[config.mk]
export PLATFORM = sky130hd
export DESIGN_NAME = regif_mst_arbiter_flat
export DESIGN_NICKNAME = d
export VERILOG_FILES = /design/src/rtl/regif_pkg.sv /design/src/rtl/regif_mst_arbiter_if.sv /design/src/rtl/rr_arbiter.sv /design/src/rtl/regif_mst_arbiter.sv /design/src/flat_wrapper.sv
export SDC_FILE = /design/constraint.sdc
export NUM_CORES = 1
export LEC_CHECK = 0
export CAP_MARGIN = 20
export CORE_ASPECT_RATIO = 0.75
export CORE_MARGIN = 5
export CORE_UTILIZATION = 45
export DETAILED_ROUTE_END_ITERATION = 8
export PLACE_DENSITY = 0.82
export SYNTH_ARGS = -nofsm -noshare
export SYNTH_HDL_FRONTEND = slang
export SYNTH_SLANG_ARGS = --single-unit
[constraint.sdc]
create_clock -name reg_int_clk -period 3.98 [get_ports reg_int_clk]
set_clock_uncertainty 0.2 [all_clocks]
set_input_delay 0.796 -clock reg_int_clk [delete_from_list [all_inputs] [get_ports reg_int_clk]]
set_output_delay 0.796 -clock reg_int_clk [all_outputs]
set_load 0.02 [all_outputs]
[src/rtl/regif_pkg.sv]
// Shared types and constants for the register-interface master arbiter:
// FSM states, debug view and IPIF bus widths.
package regif_pkg;

  localparam int IPIF_AW          = 32;
  localparam int IPIF_DW          = 32;
  localparam int IPIF_BEW         = 4;
  localparam int DEF_TIMEOUT_CYC  = 1023;

  typedef enum logic [1:0] {
    IDLE = 2'd0,
    CMD  = 2'd1,
    XFER = 2'd2,
    RESP = 2'd3
  } state_t;

  // Debug view: FSM state plus the data-beat handshakes seen in the current transaction.
  typedef struct packed {
    state_t state;
    logic   wr_beat_taken;
    logic   rd_beat_seen;
  } dbg_t;

endpackage

[src/rtl/regif_mst_arbiter_if.sv]
// IPIF single-beat master bus between the arbiter (master) and the bus
// attachment (slave).
interface regif_mst_arbiter_if;
  import regif_pkg::*;

  logic                IP2Bus_MstRd_Req;
  logic                IP2Bus_MstWr_Req;
  logic [IPIF_AW-1:0]  IP2Bus_Mst_Addr;
  logic [IPIF_BEW-1:0] IP2Bus_Mst_BE;
  logic                IP2Bus_Mst_Lock;
  logic                IP2Bus_Mst_Reset;
  logic [IPIF_DW-1:0]  IP2Bus_MstWr_d;
  logic                Bus2IP_Mst_CmdAck;
  logic                Bus2IP_Mst_Cmplt;
  logic                Bus2IP_Mst_Error;
  logic                Bus2IP_Mst_Timeout;
  logic [IPIF_DW-1:0]  Bus2IP_MstRd_d;
  logic                Bus2IP_MstRd_src_rdy_n;
  logic                Bus2IP_MstWr_dst_rdy_n;

  modport master (
    output IP2Bus_MstRd_Req, IP2Bus_MstWr_Req, IP2Bus_Mst_Addr, IP2Bus_Mst_BE,
           IP2Bus_Mst_Lock, IP2Bus_Mst_Reset, IP2Bus_MstWr_d,
    input  Bus2IP_Mst_CmdAck, Bus2IP_Mst_Cmplt, Bus2IP_Mst_Error, Bus2IP_Mst_Timeout,
           Bus2IP_MstRd_d, Bus2IP_MstRd_src_rdy_n, Bus2IP_MstWr_dst_rdy_n
  );

  modport slave (
    input  IP2Bus_MstRd_Req, IP2Bus_MstWr_Req, IP2Bus_Mst_Addr, IP2Bus_Mst_BE,
           IP2Bus_Mst_Lock, IP2Bus_Mst_Reset, IP2Bus_MstWr_d,
    output Bus2IP_Mst_CmdAck, Bus2IP_Mst_Cmplt, Bus2IP_Mst_Error, Bus2IP_Mst_Timeout,
           Bus2IP_MstRd_d, Bus2IP_MstRd_src_rdy_n, Bus2IP_MstWr_dst_rdy_n
  );

endinterface

[src/rtl/rr_arbiter.sv]
// Combinational round-robin pick: first request at or after ptr, wrapping
// modulo N. Returns one-hot grant, its index and an any-request flag.
module rr_arbiter #(
  parameter int N  = 2,
  parameter int IW = 1
) (
  input  logic [N-1:0]  req,
  input  logic [IW-1:0] ptr,
  output logic [N-1:0]  gnt,
  output logic [IW-1:0] idx,
  output logic          any
);

  logic [IW-1:0] lo_idx;
  logic [IW-1:0] hi_idx;
  logic          lo_ok;
  logic          hi_ok;

  // Descending scan leaves the lowest matching index in each candidate.
  always_comb begin
    lo_idx = '0;
    hi_idx = '0;
    lo_ok  = 1'b0;
    hi_ok  = 1'b0;
    for (int i = N - 1; i >= 0; i--) begin
      if (req[i]) begin
        lo_idx = IW'(i);
        lo_ok  = 1'b1;
        if (i >= int'(ptr)) begin
          hi_idx = IW'(i);
          hi_ok  = 1'b1;
        end
      end
    end
    idx = hi_ok ? hi_idx : lo_idx;
    any = lo_ok;
    gnt = lo_ok ? (N'(1) << idx) : '0;
  end

endmodule

[src/rtl/regif_mst_arbiter.sv]
// Round-robin sequencer sharing the single-beat IPIF master bus between
// NUM_REQ requesters, one transaction at a time, with a watchdog abort.
module regif_mst_arbiter import regif_pkg::*; #(
  parameter int NUM_REQ     = 2,
  parameter int TIMEOUT_CYC = DEF_TIMEOUT_CYC,
  parameter int TO_W        = 10
) (
  input  logic                     reg_int_clk,
  input  logic                     reg_int_reset_n,
  input  logic [NUM_REQ-1:0]       req_valid,
  input  logic [NUM_REQ-1:0]       req_wr,
  input  logic [NUM_REQ*32-1:0]    req_addr,
  input  logic [NUM_REQ*4-1:0]     req_be,
  input  logic [NUM_REQ*32-1:0]    req_wdata,
  output logic [NUM_REQ-1:0]       req_done,
  output logic                     req_err,
  output logic [31:0]              req_rdata,
  regif_mst_arbiter_if.master      bus,
  output dbg_t                     dbg
);

  localparam int IW = (NUM_REQ > 1) ? $clog2(NUM_REQ) : 1;

  // Requester handshake: req_valid[i] is raised with stable wr/addr/be/wdata and
  // held until req_done[i] pulses for one cycle; req_err/req_rdata qualify that pulse.

  state_t               state_q, state_d;
  logic [IW-1:0]        ptr_q, gnt_q;
  logic [NUM_REQ-1:0]   gnt_oh_q;
  logic                 op_wr_q;
  logic [IPIF_AW-1:0]   addr_q;
  logic [IPIF_BEW-1:0]  be_q;
  logic [IPIF_DW-1:0]   wdata_q;
  logic [TO_W-1:0]      cnt_q;
  logic                 err_q;
  logic [IPIF_DW-1:0]   cap_q, cap_next, rdata_q;
  logic                 rd_seen_q, wr_taken_q;

  logic [NUM_REQ-1:0]   arb_gnt;
  logic [IW-1:0]        arb_idx;
  logic                 arb_any;
  logic                 busy, wd_hit, rd_beat, wr_beat;
  logic                 fin, fin_err, fin_abort;

  logic [31:0] addr_arr  [NUM_REQ];
  logic [3:0]  be_arr    [NUM_REQ];
  logic [31:0] wdata_arr [NUM_REQ];

  for (genvar g = 0; g < NUM_REQ; g++) begin : g_unpack
    assign addr_arr[g]  = req_addr[32*g +: 32];
    assign be_arr[g]    = req_be[4*g +: 4];
    assign wdata_arr[g] = req_wdata[32*g +: 32];
  end

  rr_arbiter #(.N(NUM_REQ), .IW(IW)) u_rr (
    .req (req_valid),
    .ptr (ptr_q),
    .gnt (arb_gnt),
    .idx (arb_idx),
    .any (arb_any)
  );

  assign busy     = (state_q == CMD) || (state_q == XFER);
  assign wd_hit   = busy && (cnt_q == TO_W'(TIMEOUT_CYC));
  assign rd_beat  = busy && !op_wr_q && !bus.Bus2IP_MstRd_src_rdy_n;
  assign wr_beat  = busy && op_wr_q && !bus.Bus2IP_MstWr_dst_rdy_n;
  assign cap_next = rd_beat ? bus.Bus2IP_MstRd_d : cap_q;

  // Priority on exit: watchdog abort, then bus timeout, then normal completion.
  always_comb begin
    state_d   = state_q;
    fin       = 1'b0;
    fin_err   = 1'b0;
    fin_abort = 1'b0;
    case (state_q)
      IDLE: if (arb_any) state_d = CMD;
      CMD: begin
        if (wd_hit) begin
          state_d = RESP; fin = 1'b1; fin_err = 1'b1; fin_abort = 1'b1;
        end else if (bus.Bus2IP_Mst_Timeout) begin
          state_d = RESP; fin = 1'b1; fin_err = 1'b1;
        end else if (bus.Bus2IP_Mst_CmdAck) begin
          if (bus.Bus2IP_Mst_Cmplt) begin
            state_d = RESP; fin = 1'b1; fin_err = bus.Bus2IP_Mst_Error;
          end else begin
            state_d = XFER;
          end
        end
      end
      XFER: begin
        if (wd_hit) begin
          state_d = RESP; fin = 1'b1; fin_err = 1'b1; fin_abort = 1'b1;
        end else if (bus.Bus2IP_Mst_Timeout) begin
          state_d = RESP; fin = 1'b1; fin_err = 1'b1;
        end else if (bus.Bus2IP_Mst_Cmplt) begin
          state_d = RESP; fin = 1'b1; fin_err = bus.Bus2IP_Mst_Error;
        end
      end
      RESP:    state_d = IDLE;
      default: state_d = IDLE;
    endcase
  end

  always_ff @(posedge reg_int_clk or negedge reg_int_reset_n) begin
    if (!reg_int_reset_n) begin
      state_q    <= IDLE;
      ptr_q      <= '0;
      gnt_q      <= '0;
      gnt_oh_q   <= '0;
      op_wr_q    <= 1'b0;
      addr_q     <= '0;
      be_q       <= '0;
      wdata_q    <= '0;
      cnt_q      <= '0;
      err_q      <= 1'b0;
      cap_q      <= '0;
      rdata_q    <= '0;
      rd_seen_q  <= 1'b0;
      wr_taken_q <= 1'b0;
    end else begin
      state_q <= state_d;
      if (state_q == IDLE && arb_any) begin
        gnt_q      <= arb_idx;
        gnt_oh_q   <= arb_gnt;
        op_wr_q    <= req_wr[arb_idx];
        addr_q     <= addr_arr[arb_idx];
        be_q       <= be_arr[arb_idx];
        wdata_q    <= wdata_arr[arb_idx];
        cnt_q      <= '0;
        cap_q      <= '0;
        rd_seen_q  <= 1'b0;
        wr_taken_q <= 1'b0;
      end
      if (busy) begin
        cnt_q <= cnt_q + TO_W'(1);
        cap_q <= cap_next;
        if (rd_beat) rd_seen_q  <= 1'b1;
        if (wr_beat) wr_taken_q <= 1'b1;
      end
      if (fin) begin
        err_q   <= fin_err;
        rdata_q <= fin_abort ? '0 : cap_next;
      end
      if (state_q == RESP) begin
        ptr_q <= (gnt_q == IW'(NUM_REQ - 1)) ? '0 : gnt_q + IW'(1);
      end
    end
  end

  // Commands drop in the watchdog cycle so the bus sees Reset with no request.
  assign bus.IP2Bus_MstRd_Req = (state_q == CMD) && !op_wr_q && !wd_hit;
  assign bus.IP2Bus_MstWr_Req = (state_q == CMD) && op_wr_q && !wd_hit;
  assign bus.IP2Bus_Mst_Addr  = addr_q;
  assign bus.IP2Bus_Mst_BE    = be_q;
  assign bus.IP2Bus_Mst_Lock  = 1'b0;
  assign bus.IP2Bus_Mst_Reset = wd_hit;
  assign bus.IP2Bus_MstWr_d   = wdata_q;

  assign req_done  = (state_q == RESP) ? gnt_oh_q : '0;
  assign req_err   = (state_q == RESP) && err_q;
  assign req_rdata = rdata_q;
  assign dbg       = {state_q, wr_taken_q, rd_seen_q};

endmodule

[src/flat_wrapper.sv]
// flat-port wrapper written by rule: the top's interface ports become plain ports
module regif_mst_arbiter_flat import regif_pkg::*;
#(
  parameter int NUM_REQ     = 2,
  parameter int TIMEOUT_CYC = DEF_TIMEOUT_CYC,
  parameter int TO_W        = 10
)
  (reg_int_clk, reg_int_reset_n, req_valid, req_wr, req_addr, req_be, req_wdata, req_done, req_err, req_rdata, dbg, bus_IP2Bus_MstRd_Req, bus_IP2Bus_MstWr_Req, bus_IP2Bus_Mst_Addr, bus_IP2Bus_Mst_BE, bus_IP2Bus_Mst_Lock, bus_IP2Bus_Mst_Reset, bus_IP2Bus_MstWr_d, bus_Bus2IP_Mst_CmdAck, bus_Bus2IP_Mst_Cmplt, bus_Bus2IP_Mst_Error, bus_Bus2IP_Mst_Timeout, bus_Bus2IP_MstRd_d, bus_Bus2IP_MstRd_src_rdy_n, bus_Bus2IP_MstWr_dst_rdy_n);
  regif_mst_arbiter_if bus_i ();
  input  logic reg_int_clk;
  input  logic reg_int_reset_n;
  input  logic [NUM_REQ-1:0] req_valid;
  input  logic [NUM_REQ-1:0] req_wr;
  input  logic [NUM_REQ*32-1:0] req_addr;
  input  logic [NUM_REQ*4-1:0] req_be;
  input  logic [NUM_REQ*32-1:0] req_wdata;
  output logic [NUM_REQ-1:0] req_done;
  output logic req_err;
  output logic [31:0] req_rdata;
  output dbg_t dbg;
  output wire logic [$bits(bus_i.IP2Bus_MstRd_Req)-1:0] bus_IP2Bus_MstRd_Req;
  output wire logic [$bits(bus_i.IP2Bus_MstWr_Req)-1:0] bus_IP2Bus_MstWr_Req;
  output wire logic [$bits(bus_i.IP2Bus_Mst_Addr)-1:0] bus_IP2Bus_Mst_Addr;
  output wire logic [$bits(bus_i.IP2Bus_Mst_BE)-1:0] bus_IP2Bus_Mst_BE;
  output wire logic [$bits(bus_i.IP2Bus_Mst_Lock)-1:0] bus_IP2Bus_Mst_Lock;
  output wire logic [$bits(bus_i.IP2Bus_Mst_Reset)-1:0] bus_IP2Bus_Mst_Reset;
  output wire logic [$bits(bus_i.IP2Bus_MstWr_d)-1:0] bus_IP2Bus_MstWr_d;
  input wire logic [$bits(bus_i.Bus2IP_Mst_CmdAck)-1:0] bus_Bus2IP_Mst_CmdAck;
  input wire logic [$bits(bus_i.Bus2IP_Mst_Cmplt)-1:0] bus_Bus2IP_Mst_Cmplt;
  input wire logic [$bits(bus_i.Bus2IP_Mst_Error)-1:0] bus_Bus2IP_Mst_Error;
  input wire logic [$bits(bus_i.Bus2IP_Mst_Timeout)-1:0] bus_Bus2IP_Mst_Timeout;
  input wire logic [$bits(bus_i.Bus2IP_MstRd_d)-1:0] bus_Bus2IP_MstRd_d;
  input wire logic [$bits(bus_i.Bus2IP_MstRd_src_rdy_n)-1:0] bus_Bus2IP_MstRd_src_rdy_n;
  input wire logic [$bits(bus_i.Bus2IP_MstWr_dst_rdy_n)-1:0] bus_Bus2IP_MstWr_dst_rdy_n;
  assign bus_IP2Bus_MstRd_Req = bus_i.IP2Bus_MstRd_Req;
  assign bus_IP2Bus_MstWr_Req = bus_i.IP2Bus_MstWr_Req;
  assign bus_IP2Bus_Mst_Addr = bus_i.IP2Bus_Mst_Addr;
  assign bus_IP2Bus_Mst_BE = bus_i.IP2Bus_Mst_BE;
  assign bus_IP2Bus_Mst_Lock = bus_i.IP2Bus_Mst_Lock;
  assign bus_IP2Bus_Mst_Reset = bus_i.IP2Bus_Mst_Reset;
  assign bus_IP2Bus_MstWr_d = bus_i.IP2Bus_MstWr_d;
  assign bus_i.Bus2IP_Mst_CmdAck = bus_Bus2IP_Mst_CmdAck;
  assign bus_i.Bus2IP_Mst_Cmplt = bus_Bus2IP_Mst_Cmplt;
  assign bus_i.Bus2IP_Mst_Error = bus_Bus2IP_Mst_Error;
  assign bus_i.Bus2IP_Mst_Timeout = bus_Bus2IP_Mst_Timeout;
  assign bus_i.Bus2IP_MstRd_d = bus_Bus2IP_MstRd_d;
  assign bus_i.Bus2IP_MstRd_src_rdy_n = bus_Bus2IP_MstRd_src_rdy_n;
  assign bus_i.Bus2IP_MstWr_dst_rdy_n = bus_Bus2IP_MstWr_dst_rdy_n;
  regif_mst_arbiter #(.NUM_REQ(NUM_REQ), .TIMEOUT_CYC(TIMEOUT_CYC), .TO_W(TO_W)) u_core (.reg_int_clk(reg_int_clk), .reg_int_reset_n(reg_int_reset_n), .req_valid(req_valid), .req_wr(req_wr), .req_addr(req_addr), .req_be(req_be), .req_wdata(req_wdata), .req_done(req_done), .req_err(req_err), .req_rdata(req_rdata), .bus(bus_i), .dbg(dbg));
endmodule
======== Word-level counts from Yosys, hierarchy flattened ========
Cells that the tools add are included.
storage, ports and cells
  register bits ........................... 152
  input port bits ......................... 180
  output and inout port bits .............. 111
  logic and storage cells ................. 107
cells by class
  $add $sub $neg .......................... 2
  $lt $le $gt $ge ......................... 3
  eq/ne operators ......................... 7
  shift operators ......................... 1
  multiplexer cells ....................... 59
  bitwise logic cells ..................... 1
  reductions and logical operators ........ 20
operator list
  cell                                                                           number
  32-bit 2-to-1 mux                                                              10
  1-bit 2-to-1 mux                                                               32
  10-bit 2-to-1 mux                                                              2
  2-bit 2-to-1 mux                                                               9
  4-bit 2-to-1 mux                                                               3
  1-bit logical AND                                                              11
  10-bit by 1-bit adder with 10-bit output (second input constant)               1
  10-bit == test (second input constant)                                         1
  4-bit by 3-bit != test with 1-bit output (second input constant)               2
  2-bit one-hot mux with 4 select lines                                          1
  2-bit == test (second input constant)                                          2
  1-bit logical NOT                                                              4
  1-bit one-hot mux with 2 select lines                                          2
  3-bit AND reduction                                                            1
  2-bit by 1-bit == test with 1-bit output (second input constant)               1
  2-bit greater-or-equal comparator (second input constant)                      1
  2-bit logical NOT                                                              1
  1-bit by 2-bit less-than comparator with 1-bit output (second input constant)  1
  2-bit by 1-bit != test with 1-bit output (second input constant)               1
  1-bit inverter with 2-bit output                                               1
  2-bit nonzero test                                                             1
  2-bit OR reduction                                                             1
  1-bit by 1-bit << shifter with 2-bit output (first input constant)             1
  1-bit adder (second input constant)                                            1
  2 further kinds                                                                2

======== Longest topological paths before layout ========
  depth in word-level cells ............... 8
  gate-level depth with buffers ........... 8
  gate-level depth less buffers ........... 6

======== By module ========
From an unflattened synthesis, not the netlist that was laid out.
second synthesis, totals
  cells, all modules ...................... 669
  area total of the unflattened synthesis .. 6,869.1 um^2
by module, submodules not included
  module             times used  cells each  area an instance (um^2)  sequential area each (um^2)
  regif_mst_arbiter  1           664         6,836.6                  3,803.6
  rr_arbiter         1           5           32.5                     0.0

======== Least setup slack after synthesis ========
No wires, ideal clock.
  kind .................................... register to output
  from .................................... register u_core.state_q[0]
  to ...................................... output port bus_IP2Bus_MstRd_Req
  data arrival time ....................... 1,858 ps
  required time ........................... 2,984 ps
  slack ................................... 1,126 ps
  stages on the path, launching flop included .. 7
  path buffers ............................ 1
  cell sequence ........................... dfrtp_1 inv_1 ha_1 nand2_1 nor4_4 buf_2 nor3b_1
on the way
  longest elaborated chain between the ends .. 5
  elaborated cells between the ends (all ways) .. 7
  those cells by class .................... eq/ne: 2; reduce/logical: 5
RTL lines
  element                                                                           RTL line                  RTL
  start: declaration                                                                regif_mst_arbiter.sv:27   state_t state_q, state_d;
  start signal: assignment                                                          regif_mst_arbiter.sv:121  state_q <= state_d;
  2-bit by 1-bit == test with 1-bit output / 2-bit == test (equally long branches)  regif_mst_arbiter.sv:63   assign busy = (state_q == CMD) || (state_q == XFER);
  1-bit logical OR *                                                                regif_mst_arbiter.sv:63
  1-bit logical AND *                                                               regif_mst_arbiter.sv:64   assign wd_hit = busy && (cnt_q == TO_W'(TIMEOUT_CYC));
  named net bus_IP2Bus_Mst_Reset                                                    flat_wrapper.sv:26        output wire logic [$bits(bus_i.IP2Bus_Mst_Reset)-1:0] bus_IP2Bus_Mst_Reset;
  1-bit logical NOT *                                                               regif_mst_arbiter.sv:151  assign bus.IP2Bus_MstRd_Req = (state_q == CMD) && !op_wr_q && !wd_hit;
  1-bit logical AND *                                                               regif_mst_arbiter.sv:151
  end: declaration                                                                  flat_wrapper.sv:21        output wire logic [$bits(bus_i.IP2Bus_MstRd_Req)-1:0] bus_IP2Bus_MstRd_Req;
The timed path passes the listed nets; every way through them passes the cells marked *.

======== Worst setup path in the final report ========
  from .................................... register u_core.state_q[1]
  to ...................................... output port bus_IP2Bus_Mst_Reset
on the way
  longest elaborated chain between the ends .. 3
  elaborated cells between the ends (all ways) .. 4
  those cells by class .................... eq/ne: 2; reduce/logical: 2
RTL lines
  element                                                                           RTL line
  2-bit by 1-bit == test with 1-bit output / 2-bit == test (equally long branches)  regif_mst_arbiter.sv:63
  1-bit logical OR *                                                                regif_mst_arbiter.sv:63
  1-bit logical AND *                                                               regif_mst_arbiter.sv:64
  end: declaration                                                                  flat_wrapper.sv:26
Every way passes the cells marked *; elsewhere a longest branch is shown, timed or not.

==> results.cfg <==
[power]
power.leakage_nw = 4.937
ir_worst_vdd_v = 0.0004910
power_density_nw_per_um2 = 786.9

[final_layout]
drive_gt1_share_pct = 8.466
seqCellArea_sq_um = 3804
n_fill_cell = 1225
antenna_cells = 0
finalNetCount = 1118
multi_input_area_sq_um = 3191
syn_to_final_growth_pct = 50.48
finalNonFillerCells = 1155
final_area_sq_um = 10920

[critical_path]
critPathCapture = bus_IP2Bus_Mst_Reset
worst-path-stages = 6
reg2reg_to = u_core.req_rdata[25]
crit_path_max_fanout = 11
crit_chain = inv_1 > ha_2 > nand2_1 > nor4_4 > buf_4 > clkdlybuf4s50_1
critPathTopFamily = buffers and inverters
regToRegStartpoint = u_core.state_q[1]
cpMaxStageDelayCell = clkdlybuf4s50_1
cp_slowest_stage_delay_ns = 0.63
startpoint = u_core.state_q[1]
cp_num_buf_inv = 3
worstPathArrival_ns = 2.59
crit_required_ns = 2.98
start_kind = register
reg2reg_depth = 8
path_class = reg -> out
regToRegSetupSlack_ns = 0.82
end_kind = output pin

[grt]
antenna_found_initial = 0
grt-ovfl-total = 0
grt_pass1_vias = 5845
track_usage_pct = 20.56
grt_max_degree = 123
grt_pass1_wl_mm = 30.30

[cts]
cts.clk_slew.worst_paths_ns = 0.06
cts_tree = built
postCtsSetupBuffers = 0
cts_resized = 0
cts-root-buf = clkbuf_16
cts_buffer_depth = 2
clkSinkCount = 152
clock_latency_ns = 0.42
htreeDepth = 4
cts_buffers = 17
postCtsHoldBufs = 0

[timing]
setup_violations = 0
period_share_pct = 90.12
setup_tns_ns = 0
tightest_slew_ns = 0.8988
rsz0062_at_grt = no
timing.hold.ws_ns = 0.2381
clock.fmax_mhz = 278.8
slew-limit-headroom_pct = 40.08
hold_viol_final = 0
drv_slew = 0
period_minus_slack_ns = 3.587

[floorplanning]
die_w_um = 156.6
num_rows = 40
die_area_sq_um = 18790
initial_utilization_pct = 45.60
core_area_sq_um = 15920
io-pin-count = 291
die_h_um = 120.0

[synthesis]
syn_nets = 840
synth_top_area_share_pct = 52.41
netlist-cell-type-count = 42
yosysWarnings = 0
async_reset_ff_share_pct = 100.0
yosysSeqAreaShare_pct = 52.41
synth_most_common_cell = dfrtp_1
synth_top_area_cell = dfrtp_1
synth_edf_count = 0
synth_common_cells = dfrtp_1, mux2i_1, nand2_1
avgSynthCellArea_sq_um = 11.10
synth_seq_cells = 152
synth_area_sq_um = 7257
synth.area.top_cells = dfrtp_1, mux2i_1, nand2_1, o21ai_0, mux2_4
synth_flop_cell = dfrtp_1
postSynthCellCount = 654

[routing]
drt-pass1-iter-count = 4
wl_mm = 19.44
drt-wirelength-per-cell_um = 16.83
ant_nets = 0
drt_iter0_markers = 218
drc = 0
vias = 5657
via_per_inst = 4.898

[placed_design]
post-dp-hpwl_mm = 14.43
place.gp.congestion = 0.8106
placed_area_sq_um = 10380
dp.cells = 1123
port_buffers = 289

[run_status]
outcome = finished clean

[flow_run]
drv_cap = 0

[min_path]
hold_class = in -> async
==> state kept, by name, summed over array words and instances (netlist names) <==
name,flops
u_core.bus.IP2Bus_Mst_Addr,32
u_core.wr_taken_q,1
u_core.cap_q,32
u_core.ptr_q,1
u_core.gnt_q,1
u_core.cnt_q,10
u_core.bus.IP2Bus_MstWr_d,32
u_core.req_rdata,32
u_core.bus.IP2Bus_Mst_BE,4
u_core.state_q,2
u_core.gnt_oh_q,2
u_core.op_wr_q,1
u_core.rd_seen_q,1
u_core.err_q,1
==> power breakdown <==
group	leakage (nW)	switching, mW	internal [mW]
registers	1.91	0.409	2.27
logic	2.78	2.26	2.18
clock network	0.248	0.632	0.849
==> through the flow <==
| stage | power, mW | util [%] | setup slack (ns) |
|---|---|---|---|
| detailed placement | 7.175 | 65.19 | 0.8251 |
| global placement | 7.071 | 65.19 | 0.8725 |
| global route | 9.144 | 68.62 | 0.2658 |
| finish | 8.594 | 68.62 | 0.3934 |
| floorplan | 5.436 | - | 1.126 |
| CTS | 8.696 | 68.62 | 0.3868 |
==> worst min path at each step <==
stage                     slack, ns             from              end
after global routing           0.27     u_core.gnt_q     u_core.ptr_q
after floorplan                0.22     u_core.gnt_q     u_core.ptr_q
after detailed placement       0.24     u_core.gnt_q     u_core.ptr_q
final                          0.24  reg_int_reset_n  u_core.cap_q[8]
after CTS                      0.26     u_core.gnt_q     u_core.ptr_q
after global placement         0.25     u_core.gnt_q     u_core.ptr_q
==> cell type report <==
class	count	share of cell area, %
clock buffers	23	4.377
flip-flops and latches	152	34.83
multi-input cells	447	29.22
inverters	7	0.2406
well taps	210	2.406
repair buffers	307	28.31
clock inverters	9	0.6187
==> metal layers <==
layer | track usage [%] | up-vias | part of all wire (%)
li1 | - | 2787 | -
met1 | 25.89 | 2680 | 43
met2 | 33.39 | 170 | 48
met3 | 7.102 | 20 | 7.4
met4 | 6.450 | 0 | 1.6
met5 | 0 | - | 0
==> cell families after synthesis <==
| group | count (synthesis) | share of synthesized area [%] |
|---|---|---|
| and+or+nand+nor | 172 | 9.742 |
| muxes | 170 | 25.07 |
| DFF | 152 | 52.41 |
| AOI/OAI and AO/OA | 93 | 7.035 |
| buffers and inverters | 55 | 4.052 |
| adders and majority gates | 6 | 1.034 |
| xor gates and xnor gates | 5 | 0.6034 |
| other | 1 | 0.05167 |
==> cell usage in the layout (no fill, tap or decap), drive strengths merged, types with 2 or more instances in the layout <==
| cell type | n |
|---|---|
| a22oi | 2 |
| clkdlybuf4s50 | 288 |
| clkbuf | 23 |
| o21ai | 77 |
| nand2 | 118 |
| nor3b | 2 |
| inv | 8 |
| clkinvlp | 6 |
| nor2 | 38 |
| clkinv | 2 |
| o31ai | 2 |
| o31a | 2 |
| and2 | 3 |
| nand3 | 2 |
| xnor2 | 4 |
| buf | 19 |
| nor3 | 2 |
| a21oi | 2 |
| mux2i | 136 |
| dfrtp | 152 |
| mux2 | 34 |
| a22o | 2 |
| ha | 6 |
(Power assumes the default switching activity.)
